<file path="src/rtl/bldc_comm_seq.sv">
// Sensorless BLDC commutation sequencer: rotor align, open-loop period ramp,
// then closed-loop commutation on filtered back-EMF zero crossings.
module bldc_comm_seq #(
    parameter int DUTY_DW = 12,
    parameter int PER_DW  = 20
) (
    input  logic               clk,
    input  logic               rst_n,
    input  logic               start_i,
    input  logic               stop_i,
    input  logic [PER_DW-1:0]  align_time_i,
    input  logic [PER_DW-1:0]  ramp_start_per_i,
    input  logic [PER_DW-1:0]  ramp_end_per_i,
    input  logic [PER_DW-1:0]  ramp_step_i,
    input  logic [DUTY_DW-1:0] duty_align_i,
    input  logic [DUTY_DW-1:0] duty_run_i,
    input  logic               zc_i,
    input  logic               pwm_middle_i,
    output logic [2:0]         comm_o,
    output logic [DUTY_DW-1:0] duty_o,
    output logic               pwm_en_o,
    output logic [2:0]         state_o,
    output logic               locked_o,
    output logic               fault_o
);

    typedef enum logic [2:0] {
        S_IDLE  = 3'd0,
        S_ALIGN = 3'd1,
        S_RAMP  = 3'd2,
        S_RUN   = 3'd3,
        S_FAULT = 3'd4
    } state_t;

    state_t              state_q, state_d;
    logic [2:0]          comm_q, comm_d;
    logic [DUTY_DW-1:0]  duty_q, duty_d;
    logic                pwm_en_q, pwm_en_d;
    logic                locked_q, locked_d;
    logic                fault_q, fault_d;
    logic [PER_DW-1:0]   timer_q, timer_d;
    logic [PER_DW-1:0]   per_q, per_d;
    logic [PER_DW:0]     t_q, t_d;
    logic [PER_DW:0]     dly_q, dly_d;
    logic [1:0]          filt_q, filt_d;
    logic                zc_seen_q, zc_seen_d;
    logic                mid_q;
    logic [PER_DW-1:0]   ramp_start_q, ramp_start_d;
    logic [PER_DW-1:0]   ramp_end_q, ramp_end_d;
    logic [PER_DW-1:0]   ramp_step_q, ramp_step_d;
    logic [DUTY_DW-1:0]  duty_run_q, duty_run_d;

    logic                mid_rise_s;
    logic                zc_match_s;
    logic [PER_DW:0]     per_diff_s;
    logic [PER_DW-1:0]   per_sat_s;

    function automatic logic [2:0] next_comm(input logic [2:0] c);
        if (c >= 3'd6) begin
            return 3'd1;
        end else begin
            return c + 3'd1;
        end
    endfunction

    // Mid-pulse edge detect, ZC polarity match and saturated ramp period
    always_comb begin
        mid_rise_s = pwm_middle_i & ~mid_q;
        zc_match_s = (zc_i == comm_q[0]);
        per_diff_s = {1'b0, per_q} - {1'b0, ramp_step_q};
        if (per_diff_s[PER_DW] || (per_diff_s[PER_DW-1:0] < ramp_end_q)) begin
            per_sat_s = ramp_end_q;
        end else begin
            per_sat_s = per_diff_s[PER_DW-1:0];
        end
    end

    // Next-state and next-output logic; stop_i overrides everything
    always_comb begin
        state_d      = state_q;
        comm_d       = comm_q;
        duty_d       = duty_q;
        pwm_en_d     = pwm_en_q;
        locked_d     = locked_q;
        fault_d      = fault_q;
        timer_d      = timer_q;
        per_d        = per_q;
        t_d          = t_q;
        dly_d        = dly_q;
        filt_d       = filt_q;
        zc_seen_d    = zc_seen_q;
        ramp_start_d = ramp_start_q;
        ramp_end_d   = ramp_end_q;
        ramp_step_d  = ramp_step_q;
        duty_run_d   = duty_run_q;

        if (stop_i) begin
            state_d   = S_IDLE;
            comm_d    = 3'd0;
            duty_d    = '0;
            pwm_en_d  = 1'b0;
            locked_d  = 1'b0;
            fault_d   = 1'b0;
            timer_d   = '0;
            per_d     = '0;
            t_d       = '0;
            dly_d     = '0;
            filt_d    = 2'd0;
            zc_seen_d = 1'b0;
        end else begin
            case (state_q)
                S_IDLE: begin
                    if (start_i) begin
                        state_d      = S_ALIGN;
                        comm_d       = 3'd1;
                        duty_d       = duty_align_i;
                        pwm_en_d     = 1'b1;
                        timer_d      = align_time_i;
                        ramp_start_d = ramp_start_per_i;
                        ramp_end_d   = ramp_end_per_i;
                        ramp_step_d  = ramp_step_i;
                        duty_run_d   = duty_run_i;
                    end else begin
                        state_d = S_IDLE;
                    end
                end
                S_ALIGN: begin
                    if (timer_q == '0) begin
                        state_d = S_RAMP;
                        comm_d  = 3'd2;
                        duty_d  = duty_run_q;
                        per_d   = ramp_start_q;
                        timer_d = ramp_start_q;
                    end else begin
                        timer_d = timer_q - PER_DW'(1);
                    end
                end
                S_RAMP: begin
                    if (timer_q == '0) begin
                        comm_d  = next_comm(comm_q);
                        per_d   = per_sat_s;
                        timer_d = per_sat_s;
                        // Period already at (or below) the floor: hand over to closed loop
                        if (per_q <= ramp_end_q) begin
                            state_d   = S_RUN;
                            locked_d  = 1'b1;
                            t_d       = '0;
                            dly_d     = '0;
                            filt_d    = 2'd0;
                            zc_seen_d = 1'b0;
                        end else begin
                            state_d = S_RAMP;
                        end
                    end else begin
                        timer_d = timer_q - PER_DW'(1);
                    end
                end
                S_RUN: begin
                    if (t_q != '1) begin
                        t_d = t_q + (PER_DW+1)'(1);
                    end else begin
                        t_d = t_q;
                    end
                    if (zc_seen_q) begin
                        // Mirror the measured ZC time: commutate once it has elapsed again
                        if (dly_q == '0) begin
                            comm_d    = next_comm(comm_q);
                            t_d       = '0;
                            filt_d    = 2'd0;
                            zc_seen_d = 1'b0;
                        end else begin
                            dly_d = dly_q - (PER_DW+1)'(1);
                        end
                    end else if (mid_rise_s && zc_match_s && (filt_q == 2'd1)) begin
                        zc_seen_d = 1'b1;
                        dly_d     = t_q;
                        filt_d    = 2'd0;
                    end else begin
                        if (mid_rise_s) begin
                            filt_d = zc_match_s ? (filt_q + 2'd1) : 2'd0;
                        end else begin
                            filt_d = filt_q;
                        end
                        if (t_q >= {ramp_end_q, 1'b0}) begin
                            state_d  = S_FAULT;
                            comm_d   = 3'd0;
                            duty_d   = '0;
                            pwm_en_d = 1'b0;
                            locked_d = 1'b0;
                            fault_d  = 1'b1;
                        end else begin
                            state_d = S_RUN;
                        end
                    end
                end
                S_FAULT: begin
                    state_d = S_FAULT;
                end
                default: begin
                    state_d   = S_IDLE;
                    comm_d    = 3'd0;
                    duty_d    = '0;
                    pwm_en_d  = 1'b0;
                    locked_d  = 1'b0;
                    fault_d   = 1'b0;
                    zc_seen_d = 1'b0;
                end
            endcase
        end
    end

    // State, output and timer registers
    always_ff @(posedge clk or negedge rst_n) begin
        if (!rst_n) begin
            state_q      <= S_IDLE;
            comm_q       <= 3'd0;
            duty_q       <= '0;
            pwm_en_q     <= 1'b0;
            locked_q     <= 1'b0;
            fault_q      <= 1'b0;
            timer_q      <= '0;
            per_q        <= '0;
            t_q          <= '0;
            dly_q        <= '0;
            filt_q       <= 2'd0;
            zc_seen_q    <= 1'b0;
            mid_q        <= 1'b0;
            ramp_start_q <= '0;
            ramp_end_q   <= '0;
            ramp_step_q  <= '0;
            duty_run_q   <= '0;
        end else begin
            state_q      <= state_d;
            comm_q       <= comm_d;
            duty_q       <= duty_d;
            pwm_en_q     <= pwm_en_d;
            locked_q     <= locked_d;
            fault_q      <= fault_d;
            timer_q      <= timer_d;
            per_q        <= per_d;
            t_q          <= t_d;
            dly_q        <= dly_d;
            filt_q       <= filt_d;
            zc_seen_q    <= zc_seen_d;
            mid_q        <= pwm_middle_i;
            ramp_start_q <= ramp_start_d;
            ramp_end_q   <= ramp_end_d;
            ramp_step_q  <= ramp_step_d;
            duty_run_q   <= duty_run_d;
        end
    end

    assign comm_o   = comm_q;
    assign duty_o   = duty_q;
    assign pwm_en_o = pwm_en_q;
    assign state_o  = state_q;
    assign locked_o = locked_q;
    assign fault_o  = fault_q;

endmodule
</file>
<file path="config.mk">
export PLATFORM = sky130hd
export DESIGN_NAME = bldc_comm_seq
export DESIGN_NICKNAME = d
export VERILOG_FILES = /design/src/rtl/bldc_comm_seq.sv
export SDC_FILE = /design/constraint.sdc
export NUM_CORES = 1
export LEC_CHECK = 0
export ABC_AREA = 1
export CORE_UTILIZATION = 50
export DETAILED_ROUTE_END_ITERATION = 16
export GPL_ROUTABILITY_DRIVEN = 0
export HOLD_SLACK_MARGIN = 0.03
export PLACE_DENSITY = 0.74
export SYNTH_ARGS = -nofsm -noshare
export SYNTH_HDL_FRONTEND = slang
export SYNTH_SLANG_ARGS = --single-unit
</file>
<file path="constraint.sdc">
create_clock -name clk -period 3.15 [get_ports clk]
set_input_delay 0.4725 -clock clk [delete_from_list [all_inputs] [get_ports clk]]
set_output_delay 0.4725 -clock clk [all_outputs]
set_load 0.005 [all_outputs]
</file>
==> results.toml, run 1 <==
[yosys]
synth_area_leaders = "dfrtp_1, nand2_1, ha_1"
synth_flop_cell = "dfrtp_1"
synth_fp_nets = 1980
postSynthCellCount = 1782
synth_commonest_cells = "nand2_1, dfrtp_1, inv_1, nor2_1, a21oi_1"
synth-seq-cells = 179
syn_area_sq_mm = 0.0129
async_flop_share_pct = 100
synth_cell_types = 54
synth_top_area_share_pct = 34.6
yosysWarnings = 0
synth_most_common_cell = "nand2_1"
synth_edf_count = 0
avgSynthCellArea_sq_um = 7.26
yosysSeqAreaShare_pct = 34.6
synth_largest_area_cell = "dfrtp_1"

[timing]
hold_violations = 0
skew_ps = 14.2
fin_crit_sh_pct = 108
slew_headroom_pct = 33.8
drv_slew = 0
fin_ws_ps = -257
fin_crit_ps = 3410
max_freq_mhz = 294
setup_violations = 40
rsz0062_at_grt = "yes"
holdWs_ps = 10.7
worst_pin_slew_ps = 991

[finish]
fin_nets = 2179
layout-drive-gt1-share_pct = 20.9
fillCellCount = 2007
utilization_pct = 66.5
antenna_cells = 0
final_cells = 2323
syn2layout_area_growth_pct = 29.9

[floorplanning]
design.core.area_sq_mm = 0.0253
die_w_microns = 163
io_pins = 131
die_h_microns = 163
start_util_pct = 51.2
die_area_sq_mm = 0.0265
rows = 58

[global_routing]
grt_first_pass_wirelength_microns = 63100
track_usage_pct = 30.4
antenna_found_initial = 0
grt_pass1_vias = 12100
overflow = 0
grt_max_degree = 69

[setup_path]
endpoint_kind = "flip-flop"
reg2reg_depth = 25
rr_endpoint = "timer_q[15]$_DFFE_PN0P_"
worstPathArrival_ps = 3750
crit_fanout = 5
worst_setup_path_start_kind = "flip-flop"
endpoint = "timer_q[15]$_DFFE_PN0P_"
slowest_delay_ps = 440
crit_family = "simple AND/OR/NAND/NOR gates"
cp_slowest_cell = "dfrtp_1"
reg2reg_slack_ps = -260
cp.required_ps = 3490
criticalPathCategory = "flip-flop to flip-flop"
worstSetupStartpoint = "per_q[5]$_DFFE_PN0P_"
path_depth = 25
crit_buf_inv = 3
r2r_start = "per_q[5]$_DFFE_PN0P_"
cpMostUsedCell = "nand2_1"

[place]
port_buffers = 130
post-dp-hpwl_microns = 30300
pre_cts_slack_ps = -262
dp.cells = 2284

[cts]
hold_buffers = 0
root_buffer = "clkbuf_16"
path_clk_slew_ps = 70
htree_levels = 4
cts_tree = "built"
clock_sinks = 179
clock_latency_ps = 450
clockBufferDepth = 2
cts_buffers = 17

[power]
fin_total_pwr_uw = 17400
powerDensity_mw_per_mm2 = 1040
p_leak_uw = 0.00802
ir_drop_uv = 600

[detailed_routing]
avgViaCountPerCell = 5.75
num_vias = 13400
drt_wl_total_microns = 41500
post-route-drc-count = 0
postRouteAntennaNets = 0
drt-initial-drc-count = 1457
wl_per_cell_microns = 17.9
dr.pass1.iters = 7

[run_status]
status = "finished, violations left"
violations = "setup timing"

[min_path]
min_path_type = "input port to async pin"

[flow_run]
maxCapViolations = 0
[cell type report]
class                   count  area [sq um]  area share [%]
multi-input cells        1344          8340            49.7
flip-flops and latches    179          4490            26.7
repair buffers            247          2270            13.5
inverters                 192           731            4.35
clock buffers              18           439            2.61
well taps                 330           413            2.46
clock inverters            13           124           0.737
[stage by stage]
stage,TNS [ps],area [sq um]
after floorplan,0,12900
after global placement,-3610,15200
after detailed placement,-6190,15200
after CTS,-189,16000
after global routing,-11670,16800
final,-5670,16800
[cell usage in the layout, fill, tap and decap left out, types with 11 or more instances in the layout]
cell type        Yosys  layout
a21oi_1            144     121
a21oi_2              2      22
buf_4                3     108
clkbuf_16            0      18
clkdlybuf4s50_1      0     129
dfrtp_1            179     174
ha_1                87      67
ha_4                 0      20
inv_1              178     170
inv_2               11      18
mux2_2              27      27
nand2_1            470     412
nand2_2             13      55
nand2_4              2      17
nand3_1            130      84
nand3_2              6      49
nand4_1             18      18
nor2_1             152     142
nor2_2               6      14
nor3_1              20      20
nor4_1              11      11
o2111ai_1           21      20
o211ai_1            35      35
o21ai_0             65      64
o21ai_1             38      38
o21ai_2             10      11
xor2_1              33      29
[registers in the layout, summed over array words and instances (netlist names)]
name          count
duty_o           12
ramp_end_q       20
comm_o            3
duty_run_q       12
mid_q             1
fault_o           1
timer_q          20
dly_q            21
locked_o          1
per_q            20
pwm_en_o          1
filt_q            2
ramp_step_q      20
state_o           3
t_q              21
zc_seen_q         1
ramp_start_q     20
[report_power, final]
part,leakage (uW),switching (uW),internal (uW)
Sequential,0.00222,817,3070
Combinational,0.00553,6670,4750
Clock,0.000270,1000,1120
[worst min path at each step]
| stage | end | slack (ps) | cells past startpoint |
|---|---|---|---|
| after floorplan | comm_o[0]$_DFFE_PN0P_ | 180 | 0 |
| after global placement | pwm_en_o$_DFFE_PN0P_ | 460 | 2 |
| after detailed placement | pwm_en_o$_DFFE_PN0P_ | 460 | 2 |
| after CTS | comm_o[0]$_DFFE_PN0P_ | 30 | 1 |
| after global routing | dly_q[13]$_DFFE_PN0P_ | 50 | 1 |
| final | dly_q[13]$_DFFE_PN0P_ | 10 | 1 |
[kinds of logic after synthesis]
| group | share of synthesized area [%] |
|---|---|
| simple gates | 28.7 |
| buf+inv | 8.23 |
| flops | 34.6 |
| mux | 2.35 |
| fa+ha+maj | 8.57 |
| compound gates | 14.9 |
| xor+xnor | 2.57 |
[per-layer routing]
metal,part of all wire (%),vias up,wire length (microns),GRT usage (%)
met5,0,-,0,0
met4,3.7,0,1550,13.7
met3,9.5,104,3950,5.07
met2,43,701,18000,43.7
met1,44,6218,18100,44.3
li1,-,6327,-,-
[timing repair]
item	4_1_cts	5_1_grt
resized for setup	48	168
gates cloned	1	1
setup buffers	2	4
pin swaps	10	73
endpoints found under the hold margin	0	0
endpoints found under the setup margin	40	40
No activity file was read; power rests on OpenSTA's default activity.
==> run 2: changes to the inputs <==
--- a/config.mk
+++ b/config.mk
@@ -8,3 +8,3 @@
 export ABC_AREA = 1
-export CORE_UTILIZATION = 50
+export CORE_UTILIZATION = 45
 export DETAILED_ROUTE_END_ITERATION = 16
@@ -12,3 +12,3 @@
 export HOLD_SLACK_MARGIN = 0.03
-export PLACE_DENSITY = 0.74
+export PLACE_DENSITY = 0.66
 export SYNTH_ARGS = -nofsm -noshare
==> constraint.sdc (replaced) <==
create_clock -name clk -period 4.4 [get_ports clk]
set_input_delay 1.32 -clock clk [delete_from_list [all_inputs] [get_ports clk]]
set_output_delay 1.32 -clock clk [all_outputs]
set_load 0.005 [all_outputs]
==> results.toml, run 2 (same netlist as run 1, synthesis figures left out) <==
[finish]
layout_common_cells = "nand2_1, dfrtp_1, inv_1"
fin_area_sq_mm = 0.0151
utilization_pct = 54.1
syn2layout_area_growth_pct = 17.1
antenna_cells = 0
final_common_cell = "nand2_1"
top_regs = "dly_q (21), t_q (21)"
fin_nets = 2081
final_cells = 2274
layout-drive-gt1-share_pct = 7.44

[power]
ir_drop_uv = 331
powerDensity_mw_per_mm2 = 664
p_leak_uw = 0.00740
p_switching_uw = 4920
p_sw_share_pct = 49.0
clkPwrFrac_pct = 16.0
internal-power_uw = 5130
p_seq_share_pct = 27.0
p_comb_share_pct = 57.0

[timing]
worst_pin_slew_ps = 975
setup_violations = 0
hold_violations = 0
fin_setup_tns_ps = 0
fin_crit_ps = 3910
rsz0062_at_grt = "no"
fin_crit_sh_pct = 88.8
drv_slew = 0
max_freq_mhz = 256
holdWs_ps = 486
slew_headroom_pct = 35.0
skew_ps = 11.4

[run_status]
status = "complete, no violations"

[floorplanning]
io_pins = 131
design.core.area_sq_mm = 0.0280
start_util_pct = 46.2
die_w_microns = 172
rows = 61
die_area_sq_mm = 0.0294
die_h_microns = 172

[setup_path]
worstSetupStartpoint = "per_q[0]$_DFFE_PN0P_"
worst_setup_path_start_kind = "flip-flop"
r2r_start = "per_q[0]$_DFFE_PN0P_"
worstPathArrival_ps = 4290
criticalPathCategory = "flip-flop to flip-flop"
reg2reg_slack_ps = 490
crit_fanout = 21
reg2reg_depth = 27
rr_endpoint = "timer_q[19]$_DFFE_PN0P_"
endpoint_kind = "flip-flop"
cp.required_ps = 4780

[cts]
cts_buffers = 17
cts_tree = "built"
cts_resized = 0
root_buffer = "clkbuf_16"
post_cts_buffers = 0
clock_latency_ps = 450
htree_levels = 4
clock_sinks = 179
hold_buffers = 0
clockBufferDepth = 2
path_clk_slew_ps = 70

[place]
post-dp-hpwl_microns = 29400
postPlaceCellArea_sq_mm = 0.0145
dp.cells = 2242
port_buffers = 130

[detailed_routing]
avgViaCountPerCell = 5.46
postRouteAntennaNets = 0
drt-initial-drc-count = 1059
dr.pass1.iters = 7
wl_per_cell_microns = 16.8
post-route-drc-count = 0
num_vias = 12400
drt_wl_total_microns = 38300

[min_path]
min_path_type = "flip-flop to flip-flop"
min_from = "dly_q[2]$_DFFE_PN0P_"
worstHoldPathCells = 2
min_to = "dly_q[2]$_DFFE_PN0P_"

[flow_run]
maxCapViolations = 0

[global_routing]
antenna_found_initial = 0
track_usage_pct = 27.0
overflow = 0
grt_max_degree = 75
use_met1_pct = 38.8
use_met2_pct = 40.2
grt_first_pass_wirelength_microns = 61600
busiest_layer = "met2"
grt_pass1_vias = 11700
grt_use_met3_pct = 4.90
run 2: final cells by class:
class | count | area (sq um)
inverter | 192 | 723
multi-input combinational | 1344 | 7400
tap | 378 | 473
fill | 2685 | 12900
timing repair buffer | 149 | 1470
sequential | 179 | 4480
clock inverter | 12 | 154
clock buffer | 20 | 447
run 2: per-layer routing:
metal  vias to the layer above  part of all wire (%)  wire, microns
li1                       6136                     -              -
met3                        60                   7.9           3040
met5                         -                     0              0
met2                       478                    43          16300
met1                      5743                    46          17700
met4                         0                   3.2           1240
run 2: power groups by stage:
stage / registers, uW / clock network [uW] / logic (uW)
after floorplan: 2510 / 0 / 4260
after global placement: 2710 / 0 / 5540
after detailed placement: 2720 / 0 / 5670
after CTS: 2690 / 1630 / 5700
after global routing: 2760 / 1690 / 6520
final: 2710 / 1610 / 5730
run 2: worst max-delay path, cell delays in order, from the launching register on:
cell and delay (ps):
dfrtp_1 360, inv_1 110, ha_1 160, inv_1 80, fa_1 410, nand3_1 110
nand3_1 190, nand2_1 110, nand2_1 110, nand3_1 110, nand2_1 60, nand2_1 50
nand2_1 120, ha_1 310, nand2_1 50, nor2_1 110, nand2_1 80, nor2_1 100
nand2_1 70, nand3_2 210, nand2_4 200, inv_4 220, nand2_1 100, nand3_1 130
nand3_1 80, nand3_1 100, nand2_1 50, nand2_1 50
run 2: how the worst max path moves through the flow:
stage	endpoint	slack [ps]	depth (start not counted)
2_1_floorplan	timer_q[14]$_DFFE_PN0P_	1270	27
6_report	timer_q[19]$_DFFE_PN0P_	490	27
3_3_place_gp	timer_q[17]$_DFFE_PN0P_	660	27
3_5_place_dp	timer_q[13]$_DFFE_PN0P_	560	27
4_1_cts	timer_q[13]$_DFFE_PN0P_	540	27
5_1_grt	timer_q[13]$_DFFE_PN0P_	130	27
run 2: stage by stage:
step / setup slack, ps / power (uW)
2_1_floorplan: 1270 / 6770
3_3_place_gp: 664 / 8260
3_5_place_dp: 561 / 8380
4_1_cts: 540 / 10000
5_1_grt: 129 / 11000
6_report: 493 / 10100
==> run 3: changes to the inputs <==
Settings changed: PLACE_DENSITY 0.66 to 0.68.
Clock period 4.4 ns to 3.5 ns, I/O delays scaled along.
==> results.toml, run 3 (same netlist as run 1, synthesis figures left out) <==
[cts]
clockBufferDepth = 2
hold_buffers = 0
htree_levels = 4
path_clk_slew_ps = 80
cts_tree = "built"
clock_latency_ps = 450
cts_buffers = 17
clock_sinks = 179
root_buffer = "clkbuf_16"

[floorplanning]
die_area_sq_mm = 0.0294
start_util_pct = 46.2
rows = 61
die_w_microns = 172
io_pins = 131
die_h_microns = 172
design.core.area_sq_mm = 0.0280

[setup_path]
crit_chain = "ha_4, nand2_1, nor2_2, and2_1, nand3b_1, nand4_1, nand2_1, ha_4, nand2_4, nor2_4, nand2_1, nor2_1, nand2_1, nand3_4, buf_6, nand2_8, nand2_4, nand3_2, nand3_2, nand3_1, nand2_1, nand2_1"
crit_buf_inv = 1
cp.required_ps = 3840
worst_setup_path_start_kind = "flip-flop"
cpMostUsedCell = "nand2_1"
crit_fanout = 6
criticalPathCategory = "flip-flop to flip-flop"
slowest_delay_ps = 440
endpoint_kind = "flip-flop"
worstPathArrival_ps = 3800
cp_slowest_cell = "dfrtp_1"
crit_family = "simple AND/OR/NAND/NOR gates"

[timing]
fin_crit_ps = 3460
hold_violations = 0
max_freq_mhz = 289
holdWs_ps = 482
drv_slew = 0
setup_violations = 0
worst_pin_slew_ps = 1070
skew_ps = 16.0
slew_headroom_pct = 28.3
fin_crit_sh_pct = 98.9
rsz0062_at_grt = "yes"

[finish]
fin_nets = 2113
final_common_cell = "nand2_1"
fin_area_sq_mm = 0.0162
layout-drive-gt1-share_pct = 15.8
syn2layout_area_growth_pct = 25.6
top_regs = "dly_q (21), t_q (21)"
layout_common_cells = "nand2_1, inv_1, dfrtp_1"
fillCellCount = 2553
antenna_cells = 0

[place]
postPlaceCellArea_sq_mm = 0.0147
port_buffers = 130
post-dp-hpwl_microns = 29900

[detailed_routing]
dr.pass1.iters = 7
postRouteAntennaNets = 0
post-route-drc-count = 0
drt_wl_total_microns = 41200
wl_per_cell_microns = 17.9
avgViaCountPerCell = 5.62
drt-initial-drc-count = 1093
num_vias = 13000

[global_routing]
track_usage_pct = 27.8
overflow = 0
antenna_found_initial = 0
grt_first_pass_wirelength_microns = 63500
grt_pass1_vias = 12100
grt_max_degree = 57

[flow_run]
maxCapViolations = 0

[power]
p_comb_share_pct = 63.8
p_seq_share_pct = 23.4
p_leak_uw = 0.00761
clkPwrFrac_pct = 12.8
p_switching_uw = 7460
p_sw_share_pct = 49.8
ir_drop_uv = 492
fin_total_pwr_uw = 15000
internal-power_uw = 7510
powerDensity_mw_per_mm2 = 921

[run_status]
status = "complete, no violations"

[min_path]
min_path_type = "flip-flop to flip-flop"
run 3: what timing repair did:
action / in CTS / in global routing
setup endpoints to repair: 14 / 40
setup buffers: 0 / 11
gates resized for setup: 5 / 172
cloned: 0 / 4
pin swaps: 0 / 49
run 3: per-stage QoR:
step / utilization [%] / cells / setup slack (ps) / setup TNS (ps)
finish: 58.0 / 2306 / 37.9 / 0
global route: 58.0 / 2306 / -88.8 / -1380
global placement: 52.4 / 2259 / 37.3 / 0
CTS: 54.6 / 2291 / 34.1 / 0
floorplan: - / 1782 / 371 / 0
detailed placement: 52.4 / 2259 / -85.6 / -524
run 3: cell type report:
| type | count | area, sq um | share of cell area (%) |
|---|---|---|---|
| Timing Repair Buffer | 177 | 1700 | 10.5 |
| Multi-Input combinational cell | 1347 | 8260 | 50.8 |
| Inverter | 192 | 736 | 4.53 |
| Tap cell | 378 | 473 | 2.91 |
| Sequential cell | 179 | 4490 | 27.6 |
| Clock inverter | 14 | 145 | 0.894 |
| Clock buffer | 18 | 429 | 2.64 |
| Timing Repair inverter | 1 | 8.76 | 0.0539 |
run 3: tightest hold or removal path: stages, from the launching register on:
cell and delay (ps):
dfrtp_1 350, nand2_1 50, nand2_1 50
run 3: worst paths after layout:
kind                                       start                 endpoint  slack, ps  cells after the start
setup / recovery           per_q[12]$_DFFE_PN0P_  timer_q[16]$_DFFE_PN0P_         40                     22
hold / removal              pwm_en_o$_DFFE_PN0P_     pwm_en_o$_DFFE_PN0P_        480                      2
setup reg to reg           per_q[12]$_DFFE_PN0P_  timer_q[16]$_DFFE_PN0P_         40                     22
hold reg to reg             pwm_en_o$_DFFE_PN0P_     pwm_en_o$_DFFE_PN0P_        480                      2
max in group asynchronous                  rst_n     per_q[3]$_DFFE_PN0P_       2050                      2
min in group asynchronous                  rst_n    dly_q[10]$_DFFE_PN0P_        560                      1
run 3: power by group through the flow:
stage | sequential (uW) | combinational, uW | clock (uW)
2_1_floorplan | 3160 | 5360 | 0
3_3_place_gp | 3400 | 7390 | 0
3_5_place_dp | 3420 | 7510 | 0
4_1_cts | 3390 | 7610 | 1940
5_1_grt | 3550 | 10500 | 2030
6_report | 3500 | 9550 | 1920
run 3: per-layer routing:
metal	part of all wire [%]	track usage, %	vias to the layer above
li1	-	-	6187
met1	45	39.3	6129
met2	44	41.8	554
met3	7.6	4.97	83
met4	3.3	10.7	0
met5	0	0	-
